===== src/rtl/mcm_pkg.sv =====
// Shared MCM definitions: result width, BCD digit count and formatter state encoding.
package mcm_pkg;

    localparam int MCM_RES_W      = 27;
    localparam int MCM_BCD_DIGITS = 9;

    typedef enum logic [1:0] {
        IDLE = 2'd0,
        CONV = 2'd1,
        SEND = 2'd2
    } bcd_state_e;

endpackage


===== src/rtl/mcm_add3.sv =====
// Double-dabble digit correction: a digit of 5 or more gets +3 ahead of the shift.
module mcm_add3 (
    input  logic [3:0] d_i,
    output logic [3:0] q_o
);

    // Largest corrected value is 12, so 4 bits never carry out.
    assign q_o = (d_i >= 4'd5) ? d_i + 4'd3 : d_i;

endmodule


===== src/rtl/mcm_bcd_out.sv =====
// MCM result formatter: captures a binary result, converts it to BCD one bit per
// cycle, then streams the decimal digits MSD-first over a valid/ready handshake.
module mcm_bcd_out
    import mcm_pkg::*;
#(
    parameter int WIDTH    = MCM_RES_W,
    parameter int DIGITS   = MCM_BCD_DIGITS,
    parameter bit SUPPRESS = 1'b1
) (
    input  logic             CLK,
    input  logic             RESET,
    input  logic             IN_VALID,
    input  logic [WIDTH-1:0] IN,
    input  logic             DIG_READY,
    input  logic             CLR_OVR,
    output logic             DIG_VALID,
    output logic [3:0]       DIG,
    output logic             DIG_LAST,
    output logic             BUSY,
    output logic             OVERRUN
);

    localparam int CNT_W = $clog2(WIDTH + 1);
    localparam int IDX_W = (DIGITS > 1) ? $clog2(DIGITS) : 1;

    bcd_state_e             state_q, state_d;
    logic [WIDTH-1:0]       bin_q, bin_d;
    logic [DIGITS-1:0][3:0] bcd_q, bcd_d, bcd_adj, bcd_step;
    logic [4*DIGITS-1:0]    adj_flat;
    logic [CNT_W-1:0]       cnt_q, cnt_d;
    logic [IDX_W-1:0]       idx_q, idx_d, lead;
    logic                   ovr_q, ovr_d;

    for (genvar g = 0; g < DIGITS; g++) begin : g_add3
        mcm_add3 u_add3 (
            .d_i (bcd_q[g]),
            .q_o (bcd_adj[g])
        );
    end

    // One double-dabble step: corrected digits shift left, taking the binary MSB.
    assign adj_flat = bcd_adj;
    assign bcd_step = (adj_flat << 1) | {{(4*DIGITS-1){1'b0}}, bin_q[WIDTH-1]};

    // Highest non-zero digit of the final BCD value; 0 when the value is zero.
    always_comb begin
        lead = '0;
        for (int i = 0; i < DIGITS; i++) begin
            if (bcd_step[i] != 4'd0) lead = IDX_W'(i);
        end
    end

    always_comb begin
        state_d = state_q;
        bin_d   = bin_q;
        bcd_d   = bcd_q;
        cnt_d   = cnt_q;
        idx_d   = idx_q;
        ovr_d   = ovr_q;

        if (CLR_OVR) ovr_d = 1'b0;
        if (IN_VALID && state_q != IDLE) ovr_d = 1'b1;

        case (state_q)
            IDLE: begin
                if (IN_VALID) begin
                    bin_d   = IN;
                    bcd_d   = '0;
                    cnt_d   = '0;
                    state_d = CONV;
                end
            end
            CONV: begin
                bin_d = bin_q << 1;
                bcd_d = bcd_step;
                cnt_d = cnt_q + 1'b1;
                if (cnt_q == CNT_W'(WIDTH - 1)) begin
                    state_d = SEND;
                    idx_d   = SUPPRESS ? lead : IDX_W'(DIGITS - 1);
                end
            end
            SEND: begin
                if (DIG_READY) begin
                    if (idx_q == '0) state_d = IDLE;
                    else             idx_d   = idx_q - 1'b1;
                end
            end
            default: state_d = IDLE;
        endcase
    end

    always_ff @(posedge CLK or negedge RESET) begin
        if (!RESET) begin
            state_q <= IDLE;
            bin_q   <= '0;
            bcd_q   <= '0;
            cnt_q   <= '0;
            idx_q   <= '0;
            ovr_q   <= 1'b0;
        end else begin
            state_q <= state_d;
            bin_q   <= bin_d;
            bcd_q   <= bcd_d;
            cnt_q   <= cnt_d;
            idx_q   <= idx_d;
            ovr_q   <= ovr_d;
        end
    end

    // Outputs decode registered state only, so DIG_READY never reaches them combinationally.
    assign DIG_VALID = (state_q == SEND);
    assign DIG       = DIG_VALID ? bcd_q[idx_q] : 4'd0;
    assign DIG_LAST  = DIG_VALID && (idx_q == '0);
    assign BUSY      = (state_q != IDLE);
    assign OVERRUN   = ovr_q;

endmodule


===== config.mk =====
export PLATFORM = sky130hd
export DESIGN_NAME = mcm_bcd_out
export DESIGN_NICKNAME = d
export VERILOG_FILES = /design/src/rtl/mcm_pkg.sv /design/src/rtl/mcm_add3.sv /design/src/rtl/mcm_bcd_out.sv
export SDC_FILE = /design/constraint.sdc
export NUM_CORES = 1
export LEC_CHECK = 0
export BUFFER_PORTS_ARGS = -buffer_cell sky130_fd_sc_hd__clkbuf_2
export CAP_MARGIN = 20
export CORE_UTILIZATION = 55
export DETAILED_ROUTE_END_ITERATION = 6
export HOLD_SLACK_MARGIN = 0.08
export MAX_ROUTING_LAYER = met4
export PLACE_DENSITY = 0.71
export SKIP_CTS_REPAIR_TIMING = 1
export SLEW_MARGIN = 20
export SYNTH_ARGS = -nofsm -noshare
export SYNTH_HDL_FRONTEND = slang
export SYNTH_SLANG_ARGS = --single-unit

===== constraint.sdc =====
create_clock -name CLK -period 3.83 [get_ports CLK]
set_clock_uncertainty 0.1 [all_clocks]
set_input_delay 1.149 -clock CLK [delete_from_list [all_inputs] [get_ports CLK]]
set_output_delay 1.149 -clock CLK [all_outputs]
set_load 0.005 [all_outputs]

==> summary by stage, run 1 <==
Run status
The run finished with clean final reports.

STA
The peak clock frequency supported by timing is 295 MHz. The worst hold-check slack is 0.384 ns. The relative slew slack is between 30% and 40%. For the final routed database, the setup TNS stands at 0 ns. The final-report setup violation count is 0. Counting I/O delays and the setup requirement, the final critical path takes 3.39 ns. Setup repair after global routing left no endpoint under its margin.

The worst path uses 88.6% of the clock period. The total count of hold-check failures in the final report is 0. The count of final max-slew check failures came to 0. For the pin with the worst max-slew slack, the measured transition is 0.965 ns.

Yosys
The top cell type by area accounts for between 40% and 50% of the synthesized area. Of the synthesized area, sequential elements account for between 40 and 50%. The distinct cell type count after synthesis is 50. In this run the mean area of a mapped cell was 9.12 um^2. In the synthesized netlist the dominant register cell turns out to be dfrtp_1. dfrtp_1 takes more of the synthesized area than any other cell.

In the synthesized netlist, the number of instances is 501. Counting flops with an async set or reset pin after synthesis yields a share of 100%. The number of nets in the synthesized netlist is 555. dfrtp_1 is the most common cell in the netlist.

In this run, synthesis inferred 0 flip-flops with an integrated enable. The number of warning messages in the yosys log is 0. The commonest cells after synthesis are 75 x dfrtp_1, 54 x nand2_1, 41 x o21ai_1, 31 x a31oi_1, 27 x nor2_1. The area of the mapped netlist is around 0.0046 mm^2. By area the synthesized netlist is led by dfrtp_1 41%, ha_1 6.0%, o21ai_1 4.5%.

The count of state elements after synthesis is 75.

GRT
The global routing usage summed across all routing layers is roughly 28%. The first global-routing pass estimated 18300 um of wire. For this run, global-route usage on met2 was measured as approximately 44%. The largest net degree at the start of global routing is 76. The initial antenna violation count is 0.

Summed over all layers, the global routing overflow is 0. For this run, global-route usage on met3 was measured as 4.23%. The number of global-route vias before repair was roughly 3800. The layer flagged by global routing as most heavily used is met2. Global routing used 36.6% of the available met1 tracks.

Clock network
The number of clock sinks seen by CTS is 75. The number of buffers on the longest clock path is 2. After clock tree synthesis, the clock-pin slew on the worst setup and hold paths is 0.08 ns. The number of buffers created by CTS is 9. The later pin in the worst-skew pair is clocked with a latency of 0.35 ns. TritonCTS built the clock tree.

The H-tree generated during clock tree synthesis spans 3 levels. Clock tree synthesis selected as its root buffer the cell clkbuf_8.

Floorplan
The horizontal die dimension is between 90 and 100 um. The placeable core area is 0.00789 mm^2. The top-level port count is 40. The die is 93.1 um tall. For this configuration, the core starts out at a cell density of between 50% and 60%. The count of standard-cell rows is 32. The floorplan step defined a die boundary enclosing 0.00867 mm^2.

Worst setup path
The number of cells on the worst reg-to-reg path is 6. The worst setup path is of the reg2out kind. The end of the worst register-to-register path is idx_q[2]$_DFFE_PN0P_. The number of cells on the critical path is 6. In this run the worst path has a maximum fanout of 12.

The critical path goes through mux4_1, mux2i_1, nor2_1, a31oi_1, nor2_1, clkbuf_2. The delay contributed by the slowest stage of the critical path is 0.66 ns. The critical path startpoint category is a flop. The category of the worst setup path capture point is a primary output. The source of the critical timing path is idx_q[0]$_DFFE_PN0P_. In this run the critical register-to-register path is launched from state_q[1]$_DFFE_PN0P_. The number of buffers and inverters on the critical path is 1. By instance count, the cell type seen most on the critical path is nor2_1.

The largest delay contributor family on the critical path is multiplexers. In this run the register-to-register setup slack is approximately 1.3 ns. The slowest cell on the critical path is dfrtp_1.

For the worst setup path, the data arrival time is 2.15 ns. STA puts the critical path data required time at between 2 and 3 ns.

Layout
After routing the design area is 0.00502 mm^2. The final design utilization is 63.7%. The final layout net count is between 500 and 600.

The repair_antennas step left the layout with diodes totalling 0. In the final layout, the share of cells above drive strength 1 is 14.4%. The synthesis-to-finish area growth is 9.94%.

Worst hold path
The end of the worst hold path is bin_q[5]$_DFFE_PN0P_. In this run the worst hold path is classified as reg2reg. Counting instances, the worst hold path has a depth of 2. The launch point of the worst hold path is bin_q[5]$_DFFE_PN0P_.

Route
After detailed routing, the average wire length per cell comes to 16.9 um. The number of DRC markers in iteration 0 is 251. Summed over all layers, the routed wires come to 10800 um. The first detailed-routing pass took 4 iterations. After detailed routing, the number of vias per cell comes to between 6 and 7.

The number of remaining DRC errors is 0. The routed layout has 3895 vias. The count of nets left with antenna violations once routing finished came out at 0.

Flow run
The number of maximum-capacitance violations is 0.

Pwr
The static leakage is roughly 0.0022 uW. In this run the power density over the cells is 863 mW/mm^2. The overall power of the completed layout is 4330 uW.

The worst supply voltage drop on vdd is 0.000344 V.

Placement
The area after detailed placement is 0.00485 mm^2. The placer's final routability congestion estimate is 0.900. The number of buffer cells added on primary ports is 39.

After legalization and detailed placement, the total HPWL measured 7380 um.
-- layer usage --
| layer | up-vias | wire length, um | share of wire [%] |
|---|---|---|---|
| met3 | 27 | 461 | 4.3 |
| met2 | 97 | 5000 | 46 |
| met4 | 0 | 282 | 2.6 |
| li1 | 1868 | - | - |
| met1 | 1903 | 5040 | 47 |
| met5 | - | 0 | 0 |
-- worst register-to-register path, cell delays in order (launching register included) --
cell	delay, ns
dfrtp_1	0.71
nand2b_1	0.18
buf_4	0.37
nor2_1	0.19
a31oi_1	0.47
nor4b_1	0.11
a221o_1	0.28
-- placed cells by master, fill, tap and decap left out, types with 3 or more instances in the layout --
| cell | Yosys | final |
|---|---|---|
| dfrtp_1 | 75 | 75 |
| nand2_1 | 54 | 54 |
| o21ai_1 | 41 | 41 |
| clkbuf_2 | 0 | 38 |
| a31oi_1 | 31 | 31 |
| nor2_1 | 27 | 27 |
| and2_1 | 26 | 26 |
| inv_1 | 24 | 24 |
| ha_1 | 22 | 22 |
| o21ai_0 | 21 | 21 |
| a21oi_1 | 20 | 20 |
| o22ai_1 | 16 | 16 |
| nand2b_1 | 11 | 11 |
| nor3b_1 | 10 | 10 |
| mux2i_1 | 9 | 9 |
| xnor2_1 | 9 | 9 |
| clkbuf_8 | 0 | 9 |
| mux4_2 | 7 | 7 |
| buf_4 | 0 | 7 |
| a32o_1 | 6 | 6 |
| nand3_1 | 5 | 5 |
| o31ai_1 | 5 | 5 |
| nor3_1 | 4 | 4 |
| nor2b_1 | 4 | 4 |
| or3_1 | 4 | 4 |
| a221o_1 | 4 | 4 |
| nand4_1 | 3 | 3 |
| a22o_1 | 3 | 3 |
| and3b_1 | 3 | 3 |
-- area by class of cell --
class,instances,area (um^2)
fillers,658,2870
clock buffers,10,128
repair buffers,46,263
inverters,26,97.6
well taps,102,128
clock inverters,6,42.5
multi-input cells,372,2490
flip-flops and latches,75,1880
-- logic make-up after synthesis --
logic type               count (synthesis)  synth area share, %
AND/OR/NAND/NOR                        160                 18.3
adder cells (fa/ha/maj)                 22                 6.03
multiplexers                            21                 6.98
buffers and inverters                   54                 4.46
XOR/XNOR                                 9                 1.73
flip-flops                              75                 41.1
AO/OA/AOI/OAI                          160                 21.4
-- per-stage QoR --
stage                     instances  setup WS, ns
after floorplan                 501          1.01
after global placement          621         0.826
after detailed placement        621         0.797
after CTS                       637         0.411
after global routing            637         0.231
final                           637         0.435
-- report_power, final --
| group | total, uW | switching, uW | internal [uW] |
|---|---|---|---|
| Combinational | 2210 | 1180 | 1030 |
| Sequential | 1580 | 438 | 1140 |
| Clock | 548 | 313 | 235 |
| Total | 4330 | 1930 | 2400 |
-- state kept, by name, indices dropped and copies added (netlist names) --
register,count
OVERRUN,1
cnt_q,5
bin_q,27
state_q,2
idx_q,4
bcd_q,36
-- worst max path at each step --
stage / end / slack [ns]
2_1_floorplan: DIG[0] / 1.01
3_3_place_gp: DIG[2] / 0.83
3_5_place_dp: DIG[2] / 0.80
4_1_cts: DIG[2] / 0.41
5_1_grt: DIG[2] / 0.23
6_report: DIG[2] / 0.44
No activity file was read; power rests on OpenSTA's default activity.
==> inputs of run 2 (changes only) <==
--- a/config.mk
+++ b/config.mk
@@ -16,4 +16,5 @@
 export SLEW_MARGIN = 20
 export SYNTH_ARGS = -nofsm -noshare
 export SYNTH_HDL_FRONTEND = slang
+export SYNTH_HIERARCHICAL = 1
 export SYNTH_SLANG_ARGS = --single-unit
==> summary by stage, run 2 <==
STA
The relative slew slack was 37.1% (+1.4 points). The total negative setup slack is 0 ns (unchanged). The shortest period the worst path allows was 3.54 ns (+0.145 ns). The total count of hold-check failures in the final report was 0 (unchanged). The final-report setup violation count is 0 (unchanged). The least setup slack across all paths after layout is 0.290 ns (-0.145 ns).

The peak clock frequency supported by timing is 282 MHz (-4.1%). Setup repair after global routing left no endpoint under its margin. The worst hold-check slack is 0.385 ns (+0.00147 ns). The count of final max-slew check failures came to 0 (unchanged). The slew at the pin with the worst max-slew slack came to 0.944 ns (-0.0206 ns). The part of the cycle the worst path needs is 92.4% (+3.8 points).

Worst setup path
The slowest cell on the critical path is dfrtp_1. The class of the most critical setup path is reg2out. The number of buffers and inverters on the critical path was 1 (unchanged).

STA classifies the critical path endpoint as a primary output. The maximum fanout along the worst path came to 11 (-1). Walking the worst path, the cells encountered are mux4_2, nor2b_1, a211oi_1, a211oi_1, clkbuf_2. The largest delay contributor family on the critical path is flip-flops.

The worst path arrival time is 2.29 ns (+0.14 ns). The data required time at the worst endpoint was 2.58 ns (about the same). The delay contributed by the slowest stage of the critical path is 0.68 ns (+0.02 ns). STA classifies the critical path startpoint as a flop. The cell with the most instances on the worst path is a211oi_1.

Layout
The top register by number of flip-flops is bcd_q. The count of placed standard cells in the final layout, fillers left out is 611 (-4.1%). The number of antenna cells inserted came to 0 (unchanged). The number of fill cells is 646 (-1.8%). The top cell types in the final layout, fill and taps aside, are 75 x dfrtp_1, 70 x nand2_1, 40 x o21ai_0. In the final layout, the registers with the most flip-flops are bcd_q: 36 flops, bin_q: 27 flops, cnt_q: 5 flops. The final layout net count is 559 (-4.3%).

The flip-flop count of the largest register, all copies and words added is 36 (unchanged). The final design utilization is 63.6% (about the same). The fraction of final layout cells with drive strength greater than 1 is 16.1% (+1.7 points).

The area growth from synthesis to layout is 10.1%. The library cell used most frequently in the layout, excluding fill and tap cells, is dfrtp_1.

Pwr
The worst supply voltage drop on vdd is 0.000345 V (+0.38%). The total power per unit cell area is 873 mW/mm^2 (+1.2%). The static leakage came to 0.00244 uW (+11%).

Clock network
The number of H-tree branching levels came to 3 (unchanged). The clock latency reported for the late side of the worst-skew pair is 0.35 ns (about the same). The CTS root buffer is clkbuf_8. The number of clock sinks seen by CTS is 75 (unchanged). The clock-pin slew reported for the worst setup and hold paths after clock tree synthesis is 0.08 ns (about the same). TritonCTS built the clock tree. The number of buffers on the longest clock path was 2 (unchanged). The number of buffers created by CTS is 9 (unchanged).

Yosys
The average cell area after synthesis was 9.50 um^2 (+4.2%). The number of warning messages in the yosys log is 6 (+6). The area of the mapped netlist was 0.00456 mm^2 (-0.16%). The number of nets produced by synthesis came to 534 (-3.8%). The number of instances in the synthesized netlist is 480 (-4.2%).

GRT
The number of global-route vias before repair is 3352 (-11%). The global-route congestion overflow total came to 0 (unchanged). The global-route wire length before repair is 16800 um (-8.4%).

The largest net degree at the start of global routing is 76 (unchanged). The global routing usage summed across all routing layers is 25.4% (-2.6 points). The initial antenna violation count is 0 (unchanged).

Floorplan
The die outline height was 93.1 um (about the same). The horizontal die dimension is 93.1 um (about the same). The count of standard-cell rows is 32 (unchanged). The placeable core area is 0.00789 mm^2 (unchanged). The area of the die is 0.00866 mm^2 (-0.16%).

The top-level port count is 40 (unchanged). The initial core utilization is 57.8% (-0.095 points).

Run status
The flow ran to the end, and the final reports show no timing, DRC or antenna violations.

Route
The number of remaining DRC errors is 0 (unchanged). The total wire length is 10000 um (-7.2%). The via count of the routed design is 3609 (-7.3%). The routed length per placed instance is 16.4 um (-3.3%). The number of vias per cell after detailed routing is 5.91 (-3.4%).

The remaining antenna violation count after routing is 0 (unchanged). The number of DRC markers in iteration 0 is 284 (+13%). The count of TritonRoute iterations in the first routing pass is 4 (unchanged).

Placement
The detailed placement HPWL is 6820 um (-7.7%). The worst-case setup slack after placement came to 0.661 ns (-0.135 ns). The number of buffer cells added on primary ports is 39 (unchanged). The placer's final routability congestion estimate is 0.974 (+8.3%). The number of cells in the design after placement came to 596 (-4.0%).

Flow run
The number of maximum-capacitance violations is 0 (unchanged).

Worst hold path
The worst hold path belongs to the class reg2reg.
[run 2: routing by layer]
metal | share of wire [%] | GRT usage (%)
met1 | 47 | 35.7
met2 | 47 | 38.7
met3 | 4.6 | 3.01
met4 | 1.4 | 7.82
met5 | 0 | -
[run 2: final timing paths]
path / to / startpoint / slack [ns] / depth (start not counted)
max in group asynchronous: idx_q[0]$_DFFE_PN0P_ / RESET / 2.17 / 1
worst min-delay path: bin_q[16]$_DFFE_PN0P_ / bin_q[16]$_DFFE_PN0P_ / 0.39 / 2
worst max register to register: idx_q[0]$_DFFE_PN0P_ / bcd_q[21]$_DFFE_PN0P_ / 1.18 / 9
min in group asynchronous: bcd_q[19]$_DFFE_PN0P_ / RESET / 0.81 / 1
worst max-delay path: DIG[0] / idx_q[0]$_DFFE_PN0P_ / 0.29 / 5
worst min register to register: bin_q[16]$_DFFE_PN0P_ / bin_q[16]$_DFFE_PN0P_ / 0.39 / 2
[run 2: final cells by class]
type / count / area (um^2) / share of cell area [%]
multi-input combinational: 352 / 2480 / 49.4
sequential: 75 / 1880 / 37.4
timing repair buffer: 43 / 240 / 4.79
clock buffer: 10 / 128 / 2.54
clock inverter: 5 / 78.8 / 1.57
inverter: 24 / 90.1 / 1.79
tap: 102 / 128 / 2.54
[run 2: stage by stage]
step           instance area [um^2]  power (uW)
4_1_cts                        5020        4390
5_1_grt                        5020        4740
3_5_place_dp                   4810        3720
6_report                       5020        4380
2_1_floorplan                  4560        3220
3_3_place_gp                   4810        3620
[run 2: worst register-to-register path: cells and delay by family (launching register included)]
| kind | cells | cell delay [ns] |
|---|---|---|
| buffers and inverters | 1 | 0.11 |
| AND/OR/NAND/NOR | 2 | 0.83 |
| AO/OA/AOI/OAI | 4 | 0.76 |
| XOR/XNOR | 1 | 0.11 |
| flip-flops | 1 | 0.44 |
| adder cells (fa/ha/maj) | 1 | 0.18 |
[run 2: where the power goes]
part           leakage (uW)  switching, uW  internal, uW  total [uW]
Clock              0.000106            299           363         661
Combinational       0.00138           1090          1040        2130
Sequential         0.000951            452          1140        1590
